===== src/rtl/wb_regfile_if.sv =====
// Bus bundle for wb_regfile: writeback commit, issue tracking, the two decode read ports and status.
// The slave side belongs to the register file; the master side belongs to the pipeline or the bench.
interface wb_regfile_if #(
   parameter int DATA_W = 8,
   parameter int ADDR_W = 3
);
   logic                   wb_regwrite;
   logic [ADDR_W-1:0]      wb_rd;
   logic [DATA_W-1:0]      wb_data;
   logic                   iss_valid;
   logic                   iss_regwrite;
   logic [ADDR_W-1:0]      iss_rd;
   logic [ADDR_W-1:0]      rs1_addr;
   logic [ADDR_W-1:0]      rs2_addr;
   logic [DATA_W-1:0]      rs1_data;
   logic [DATA_W-1:0]      rs2_data;
   logic                   rs1_busy;
   logic                   rs2_busy;
   logic                   stall;
   logic [2**ADDR_W-1:0]   busy_mask;
   logic                   err_ovf;
   logic                   err_unf;

   modport master (
      output wb_regwrite, wb_rd, wb_data, iss_valid, iss_regwrite, iss_rd, rs1_addr, rs2_addr,
      input  rs1_data, rs2_data, rs1_busy, rs2_busy, stall, busy_mask, err_ovf, err_unf
   );

   modport slave (
      input  wb_regwrite, wb_rd, wb_data, iss_valid, iss_regwrite, iss_rd, rs1_addr, rs2_addr,
      output rs1_data, rs2_data, rs1_busy, rs2_busy, stall, busy_mask, err_ovf, err_unf
   );
endinterface


===== src/rtl/wb_regfile.sv =====
// Writeback register file with a per-register pending-write scoreboard for hazard stalls.
// Defining WB_BYPASS_EN enables same-cycle write-through on the read ports and busy qualification.
module wb_regfile #(
   parameter int DATA_W = 8,
   parameter int ADDR_W = 3,
   parameter int CNT_W  = 2
) (
   input logic          clk,
   input logic          rst,
   wb_regfile_if.slave  bus
);
   localparam int NREG = 2**ADDR_W;
   localparam logic [CNT_W-1:0] CNT_MAX = '1;

   logic [DATA_W-1:0] r_regs [NREG];
   logic [CNT_W-1:0]  r_cnt  [NREG];
   logic [NREG-1:0]   r_busy_mask;
   logic              r_err_ovf;
   logic              r_err_unf;

   logic              w_wr_en;
   logic              w_iss_en;
   logic [NREG-1:0]   w_inc;
   logic [NREG-1:0]   w_dec;
   logic [NREG-1:0]   w_ovf_hit;
   logic [NREG-1:0]   w_unf_hit;
   logic [NREG-1:0]   w_nz_nxt;
   logic [CNT_W-1:0]  w_cnt_nxt [NREG];

   assign w_wr_en  = bus.wb_regwrite && (bus.wb_rd != '0);
   assign w_iss_en = bus.iss_valid && bus.iss_regwrite && (bus.iss_rd != '0);

   // r0 is excluded from the loop so its counter stays at zero forever
   always_comb begin
      w_inc     = '0;
      w_dec     = '0;
      w_ovf_hit = '0;
      w_unf_hit = '0;
      w_nz_nxt  = '0;
      for (int i = 0; i < NREG; i++) w_cnt_nxt[i] = r_cnt[i];
      if (w_iss_en) w_inc[bus.iss_rd] = 1'b1;
      if (w_wr_en)  w_dec[bus.wb_rd]  = 1'b1;
      for (int i = 1; i < NREG; i++) begin
         if (w_inc[i] && !w_dec[i]) begin
            if (r_cnt[i] == CNT_MAX) w_ovf_hit[i] = 1'b1;
            else                     w_cnt_nxt[i] = r_cnt[i] + 1'b1;
         end else if (w_dec[i] && !w_inc[i]) begin
            if (r_cnt[i] == '0) w_unf_hit[i] = 1'b1;
            else                w_cnt_nxt[i] = r_cnt[i] - 1'b1;
         end
         w_nz_nxt[i] = (w_cnt_nxt[i] != '0);
      end
   end

   always_ff @(posedge clk) begin
      if (rst) begin
         for (int i = 0; i < NREG; i++) begin
            r_regs[i] <= '0;
            r_cnt[i]  <= '0;
         end
         r_busy_mask <= '0;
         r_err_ovf   <= 1'b0;
         r_err_unf   <= 1'b0;
      end else begin
         if (w_wr_en) r_regs[bus.wb_rd] <= bus.wb_data;
         for (int i = 0; i < NREG; i++) r_cnt[i] <= w_cnt_nxt[i];
         r_busy_mask <= w_nz_nxt;
         if (|w_ovf_hit) r_err_ovf <= 1'b1;
         if (|w_unf_hit) r_err_unf <= 1'b1;
      end
   end

   logic [DATA_W-1:0] w_rs1_arr;
   logic [DATA_W-1:0] w_rs2_arr;
   logic [CNT_W-1:0]  w_rs1_cnt;
   logic [CNT_W-1:0]  w_rs2_cnt;

   assign w_rs1_arr = r_regs[bus.rs1_addr];
   assign w_rs2_arr = r_regs[bus.rs2_addr];
   assign w_rs1_cnt = r_cnt[bus.rs1_addr];
   assign w_rs2_cnt = r_cnt[bus.rs2_addr];

`ifdef WB_BYPASS_EN
   logic w_rs1_hit;
   logic w_rs2_hit;

   // a matching writeback resolves the last pending write this very cycle
   assign w_rs1_hit    = w_wr_en && (bus.wb_rd == bus.rs1_addr);
   assign w_rs2_hit    = w_wr_en && (bus.wb_rd == bus.rs2_addr);
   assign bus.rs1_data = w_rs1_hit ? bus.wb_data : w_rs1_arr;
   assign bus.rs2_data = w_rs2_hit ? bus.wb_data : w_rs2_arr;
   assign bus.rs1_busy = (w_rs1_cnt > CNT_W'(1)) || ((w_rs1_cnt == CNT_W'(1)) && !w_rs1_hit);
   assign bus.rs2_busy = (w_rs2_cnt > CNT_W'(1)) || ((w_rs2_cnt == CNT_W'(1)) && !w_rs2_hit);
`else
   assign bus.rs1_data = w_rs1_arr;
   assign bus.rs2_data = w_rs2_arr;
   assign bus.rs1_busy = (w_rs1_cnt != '0);
   assign bus.rs2_busy = (w_rs2_cnt != '0);
`endif

   assign bus.stall     = bus.rs1_busy || bus.rs2_busy;
   assign bus.busy_mask = r_busy_mask;
   assign bus.err_ovf   = r_err_ovf;
   assign bus.err_unf   = r_err_unf;
endmodule


===== src/flat_wrapper.sv =====
// flat-port wrapper written by rule: the top's interface ports become plain ports
module wb_regfile_flat 
#(
   parameter int DATA_W = 8,
   parameter int ADDR_W = 3,
   parameter int CNT_W  = 2
)
  (clk, rst, bus_wb_regwrite, bus_wb_rd, bus_wb_data, bus_iss_valid, bus_iss_regwrite, bus_iss_rd, bus_rs1_addr, bus_rs2_addr, bus_rs1_data, bus_rs2_data, bus_rs1_busy, bus_rs2_busy, bus_stall, bus_busy_mask, bus_err_ovf, bus_err_unf);
  wb_regfile_if #(.DATA_W(DATA_W), .ADDR_W(ADDR_W)) bus_i ();
  input logic clk;
  input logic rst;
  input wire logic [$bits(bus_i.wb_regwrite)-1:0] bus_wb_regwrite;
  input wire logic [$bits(bus_i.wb_rd)-1:0] bus_wb_rd;
  input wire logic [$bits(bus_i.wb_data)-1:0] bus_wb_data;
  input wire logic [$bits(bus_i.iss_valid)-1:0] bus_iss_valid;
  input wire logic [$bits(bus_i.iss_regwrite)-1:0] bus_iss_regwrite;
  input wire logic [$bits(bus_i.iss_rd)-1:0] bus_iss_rd;
  input wire logic [$bits(bus_i.rs1_addr)-1:0] bus_rs1_addr;
  input wire logic [$bits(bus_i.rs2_addr)-1:0] bus_rs2_addr;
  output wire logic [$bits(bus_i.rs1_data)-1:0] bus_rs1_data;
  output wire logic [$bits(bus_i.rs2_data)-1:0] bus_rs2_data;
  output wire logic [$bits(bus_i.rs1_busy)-1:0] bus_rs1_busy;
  output wire logic [$bits(bus_i.rs2_busy)-1:0] bus_rs2_busy;
  output wire logic [$bits(bus_i.stall)-1:0] bus_stall;
  output wire logic [$bits(bus_i.busy_mask)-1:0] bus_busy_mask;
  output wire logic [$bits(bus_i.err_ovf)-1:0] bus_err_ovf;
  output wire logic [$bits(bus_i.err_unf)-1:0] bus_err_unf;
  assign bus_i.wb_regwrite = bus_wb_regwrite;
  assign bus_i.wb_rd = bus_wb_rd;
  assign bus_i.wb_data = bus_wb_data;
  assign bus_i.iss_valid = bus_iss_valid;
  assign bus_i.iss_regwrite = bus_iss_regwrite;
  assign bus_i.iss_rd = bus_iss_rd;
  assign bus_i.rs1_addr = bus_rs1_addr;
  assign bus_i.rs2_addr = bus_rs2_addr;
  assign bus_rs1_data = bus_i.rs1_data;
  assign bus_rs2_data = bus_i.rs2_data;
  assign bus_rs1_busy = bus_i.rs1_busy;
  assign bus_rs2_busy = bus_i.rs2_busy;
  assign bus_stall = bus_i.stall;
  assign bus_busy_mask = bus_i.busy_mask;
  assign bus_err_ovf = bus_i.err_ovf;
  assign bus_err_unf = bus_i.err_unf;
  wb_regfile #(.DATA_W(DATA_W), .ADDR_W(ADDR_W), .CNT_W(CNT_W)) u_core (.clk(clk), .rst(rst), .bus(bus_i));
endmodule

===== config.mk =====
export PLATFORM = sky130hd
export DESIGN_NAME = wb_regfile_flat
export DESIGN_NICKNAME = d
export VERILOG_FILES = /design/src/rtl/wb_regfile_if.sv /design/src/rtl/wb_regfile.sv /design/src/flat_wrapper.sv
export SDC_FILE = /design/constraint.sdc
export NUM_CORES = 1
export LEC_CHECK = 0
export CORE_ASPECT_RATIO = 0.9
export CORE_MARGIN = 2
export CORE_UTILIZATION = 30
export DETAILED_ROUTE_END_ITERATION = 7
export PLACE_DENSITY = 0.51
export SYNTH_ARGS = -nofsm -noshare
export SYNTH_HDL_FRONTEND = slang
export SYNTH_SLANG_ARGS = --single-unit

===== constraint.sdc =====
create_clock -name clk -period 1.8 [get_ports clk]
set_input_delay 0.27 -clock clk [delete_from_list [all_inputs] [get_ports clk]]
set_output_delay 0.27 -clock clk [all_outputs]
set_load 0.05 [all_outputs]

== Word level (Yosys, flattened, before mapping) ==
Memories as Yosys holds them, arrays and structs flattened.
Cells that the tools add are included.

* Register bits: 10
* Latch bits: 0
* RAM bits: 80
* Bits in read-only memories: 0
* Input bits: 25
* Output and inout bits: 29
* Logic and storage cells: 182
* Memories: 2

{| class="wikitable"
|+ Memory list
! name !! depth !! width !! rd ports !! clocked after Yosys merged registers in !! wr ports !! RTL line !! RTL
|-
| u_core.r_regs || 8 || 8 || 2 || 0 || 8 || wb_regfile.sv:15 || <nowiki>logic [DATA_W-1:0] r_regs [NREG];</nowiki>
|-
| u_core.r_cnt || 8 || 2 || 9 || 0 || 8 || wb_regfile.sv:16 || <nowiki>logic [CNT_W-1:0] r_cnt [NREG];</nowiki>
|}

* $add $sub $neg: 14
* Multipliers: 0
* Div/mod/pow operators: 0
* $lt $le $gt $ge: 4
* Eq/ne operators: 8
* Shift-type cells: 0
* Mux-type cells: 86
* Bitwise operators: 8
* Reduce and logical (&&, ||, !) cells: 56

{| class="wikitable"
|+ Operator list
! operator !! number
|-
| two-way mux 2 bit || 36
|-
| two-way mux 1 bit || 44
|-
| two-way mux 8 bit || 3
|-
| logical AND 1 bit || 19
|-
| nonzero test 2 bit || 9
|-
| adder 2 x 1 -> 2 bit, second input constant || 7
|-
| == test 2 bit, second input constant || 7
|-
| zero test 1 bit || 14
|-
| zero test 2 bit || 7
|-
| OR reduction 7 bit || 2
|-
| subtractor 2 x 1 -> 2 bit, second input constant || 7
|-
| less-than comparator 3 x 4 -> 1 bit, second input constant || 2
|-
| bitwise OR 1 bit || 8
|-
| OR reduction 8 bit || 1
|-
| demux 1 bit (select 3 bit) || 2
|-
| >= comparator 3 x 1 -> 1 bit, second input constant || 2
|-
| nonzero test 3 bit || 2
|-
| two-way mux 3 bit || 1
|-
| AND reduction 2 bit || 1
|-
| logical OR 1 bit || 1
|-
| inequality test 0 bit || 1
|}

== Longest topological paths before layout ==
* Depth after elaboration: 10
* Mapped depth: 6
* Depth with buffers taken out: 4

== Worst setup path after synthesis ==
Ideal clock, no wire load.

* Path kind: input to output
* Start: input bus_rs1_addr[0]
* End: output bus_stall
* Arrival time: 1923 ps
* Data required time: 1530 ps
* Setup slack: -393 ps
* Cell stages on the path: 5
* Cell sequence: buf_6 -> inv_1 -> mux4_2 -> and2_1 -> o22ai_1

* Longest elaborated chain between the ends: 3

{| class="wikitable"
|+ RTL lines
! element !! RTL line !! RTL
|-
| start, declared || flat_wrapper.sv:18 || <nowiki>input wire logic [$bits(bus_i.rs1_addr)-1:0] bus_rs1_addr;</nowiki>
|-
| memory read (8 x 2 bit) || n/a ||
|-
| nonzero test 2 bit || wb_regfile.sv:97 || <nowiki>assign bus.rs1_busy = (w_rs1_cnt != '0);</nowiki>
|-
| logical OR 1 bit || wb_regfile.sv:101 || <nowiki>assign bus.stall = bus.rs1_busy || bus.rs2_busy;</nowiki>
|-
| end, declared || flat_wrapper.sv:24 || <nowiki>output wire logic [$bits(bus_i.stall)-1:0] bus_stall;</nowiki>
|}

Every way passes these cells.

==> results.md <==
- CTS sink cnt: 87
- Crit Reg-Reg Startpoint: u_core.r_cnt[7][1]
- Levels on crit path: 3
- Detailed Routing Iterations Pass 1: 5
- R2R cell count: 4
- CTS root buf: clkbuf_16
- WS Path Type: register to primary output
- CTS Hold Bufs: 0
- RD Place Congestion: 0.780
- Fin crit period: between 1500 and 2000 ps
- Post-layout util: 43.2%
- Clock-pin transition on the worst setup and hold timing paths: 70 ps
- Failing checks: setup timing
- Multiplexer area fraction after synthesis: 17.2%
- Peak supply drop: 0.472 mV
- Arr. time, crit path: 1700 ps
- MaxCap Viol Count: 0
- Clk_lat worst skew: between 300 and 400 ps
- Mapped cell area: 5040 µm²
- Crit-path cells: mux4_2 -> mux2_2 -> buf_6
- Simple-gate share of the synthesized area: 22.3%
- Vias in the first global route: 3,960
- Most common cell after layout, fill and taps aside: buf_4
- Yosys reg bits: 87
- Fmax: 508 MHz
- Leakage: roughly 2.6 nW
- TritonCTS clock tree: built
- Combinational share of power: around 23%
- Final Worst Setup Slack: -169 ps
- Synth Area in Adders: 0.794%
- Synth Flop Type: edfxtp_1
- Clock Tree Buf Depth: 2
- Status: finished, violations left
- Startpoint types: register
- Detail Route Antenna Nets: 0
- Slew @ Worst Pin: 496 ps
- Final setup viols: 15
- CTS Buf Count: 9
- NetSw: 1.49 mW
- Critical Path RT: 1530 ps
- Count of cell types in the netlist: between 50 and 60
- Hold WC Path Type: register to register
- Seq/Total Area, Yosys: between 40% and 50%
- Pint: 3.79 mW
- Critical path buffers and inverters: 1
- EDFF count, synth: 64
- Unrepaired setup endpoints after global routing: true
- Reg power frac: a little over two fifths
- Initial core utilization: a little under a third
- Average wire per standard cell: roughly 18 µm
- Largest net degree at the start of global routing: 26
- Synth Warn #: 0
- Pins Over Slew Limit: 0
- Compound-Gate Fraction of Synth Area: approximately 9%
- Post-synthesis cell count: 426
- # port buffers: 52
- Clock Skew: 6.50 ps
- DRC: 0
- Filler Cell Count: ~1.5k
- Top delay family on crit path: multiplexers
- Die width: about 140 µm
- Clk pwr share: 33.5%
- Syn Area/Cell: about 12 µm²
- Setup crit end: bus_rs1_data[6]
- Layout area overhead: 39.6%
- H-tree Lvls: 3
- Die area: 17,900 µm²
- Fraction of layout cells with a size suffix above 1: 38.6%
- Hold slack: 602 ps
- Largest family of logic cells by synthesized area: simple AND/OR/NAND/NOR gates
- FF-to-FF End: u_core.bus.err_unf
- Most frequent cells in the layout: buf_4, edfxtp_1, and2_1, mux4_2, nand2_1
- Layout net count: between 500 and 600
- Synth async-reset ratio: 0%
- Hold Violations, Final: 0
- Sw frac: 28.2%
- Final worst path period share: 109%
- GRT Total Usage: around 16%
- Critical Path Start: u_core.r_regs[3][6]
- Core ar.: 16,300 µm²
- Initial antenna violation count: 0
- First-pass GRT wire length: 22.0 mm
- ANT cells: 0
- CP Capture Type: primary output
- Crit path max fanout: 2
- Power density cells: 750 nW/µm²
- Post-Synth XOR/XNOR Area: 0%
- Reg2Reg Setup Slack: 620 ps
- Initial DRC Count: 274
- Hpwl dp: just under 10 mm
- Crit-path max cell delay: 480 ps
- Post-Route WL: 14.0 mm
- Slew headroom: 66.9%
- Total number of vias: around 3.9k
- Floorplan row count: 44
- Die Height: 127 µm
- Vias/cell: 5.14
- Boundary Pins: 54
- Critical-path top delay cell: mux4_2
- Grt ovf: 0
Yosys cell counts (3+ instances only):
master    count  area, µm²
a211oi_1      6       45.0
a21o_1        4       30.0
a21oi_1      13       65.1
a31oi_1       6       37.5
a41oi_1       3       26.3
and2_1       59        369
and3_1        7       43.8
buf_2        10       50.1
buf_4         4       30.0
clkbuf_1     13       48.8
dfxtp_1      23        460
edfxtp_1     64       1920
inv_1         5       18.8
maj3_1        4       40.0
mux2_2        8       90.1
mux4_2       34        766
nand2_1      35        131
nand2b_1     14       87.6
nand3_1       3       15.0
nand3b_1      5       37.5
nand4_1       4       25.0
nor2_1       22       82.6
nor2_4        3       33.8
nor3_1       10       50.1
o211ai_1      3       22.5
o21ai_0      18       90.1
o21ba_2       4       40.0
cell type report:
type                    instances  area [µm²]  area share [%]
multi-input cells             312        2650            37.6
flip-flops and latches         87        2390            34.0
repair buffers                134        1450            20.6
well taps                     207         259            3.68
clock buffers                  10         229            3.25
clock inverters                 6        42.5           0.605
inverters                       6        22.5           0.320
flip-flops by register name (all words and copies together), names as in the netlist:
name / flops
u_core.bus.busy_mask: 7
u_core.bus.err_ovf: 1
u_core.bus.err_unf: 1
u_core.r_cnt: 14
u_core.r_regs: 64
worst min-delay path: cells and delay by family, from the launching register on:
family / cells / cell delay [ps]
flops: 1 / 310
compound gates: 1 / 50
buf+inv: 1 / 150
simple gates: 1 / 50
repair_timing:
item / CTS / global route
resized for setup: 63 / 19
setup buffers: 3 / 1
pin swaps: 13 / 10
endpoints found under the setup margin: 27 / 35
gates cloned: 4 / 0
power groups by stage:
stage	Combinational (mW)	Sequential (mW)	Clock [mW]
2_1_floorplan	0.622	2.36	0
6_report	1.19	2.32	1.77
5_1_grt	1.25	2.33	1.88
3_3_place_gp	1.04	2.36	0
4_1_cts	1.17	2.32	1.80
3_5_place_dp	1.05	2.37	0
per-stage QoR:
stage / instance area (µm²) / setup slack, ps / TNS (ps) / cells / power, mW
4_1_cts: 6970 / -180 / -1720 / 761 / 5.29
5_1_grt: 7040 / -212 / -2410 / 762 / 5.46
3_3_place_gp: 6420 / -571 / -27690 / 738 / 3.40
2_1_floorplan: 5100 / -44.6 / -44.6 / 434 / 2.98
3_5_place_dp: 6420 / -565 / -31190 / 738 / 3.42
6_report: 7040 / -169 / -1660 / 762 / 5.27
per-layer routing:
metal	wire, µm	global-route usage (%)
met4	236	5.82
met3	472	2.32
met2	6850	27.2
met1	6460	22.1
met5	0	0
worst min-delay path by stage:
stage	from	end	slack, ps	cells past startpoint
3_5_place_dp	u_core.r_cnt[3][1]	u_core.bus.busy_mask[3]	580	3
4_1_cts	u_core.r_cnt[7][1]	u_core.r_cnt[7][1]	600	3
3_3_place_gp	u_core.r_cnt[3][1]	u_core.bus.busy_mask[3]	580	3
6_report	u_core.r_cnt[7][1]	u_core.r_cnt[7][1]	600	3
5_1_grt	u_core.r_cnt[3][1]	u_core.bus.busy_mask[3]	630	3
2_1_floorplan	bus_wb_data[0]	u_core.r_regs[1][0]	470	1
cells by family (layout without fill, tap and decap cells):
family,count (synthesis),count (layout)
adders and majority gates,4,4
AOI/OAI and AO/OA,69,69
and+or+nand+nor,187,187
other,1,9
buffers and inverters,35,156
muxes,43,43
DFF,87,87
Power figures use the tool's default switching activity.
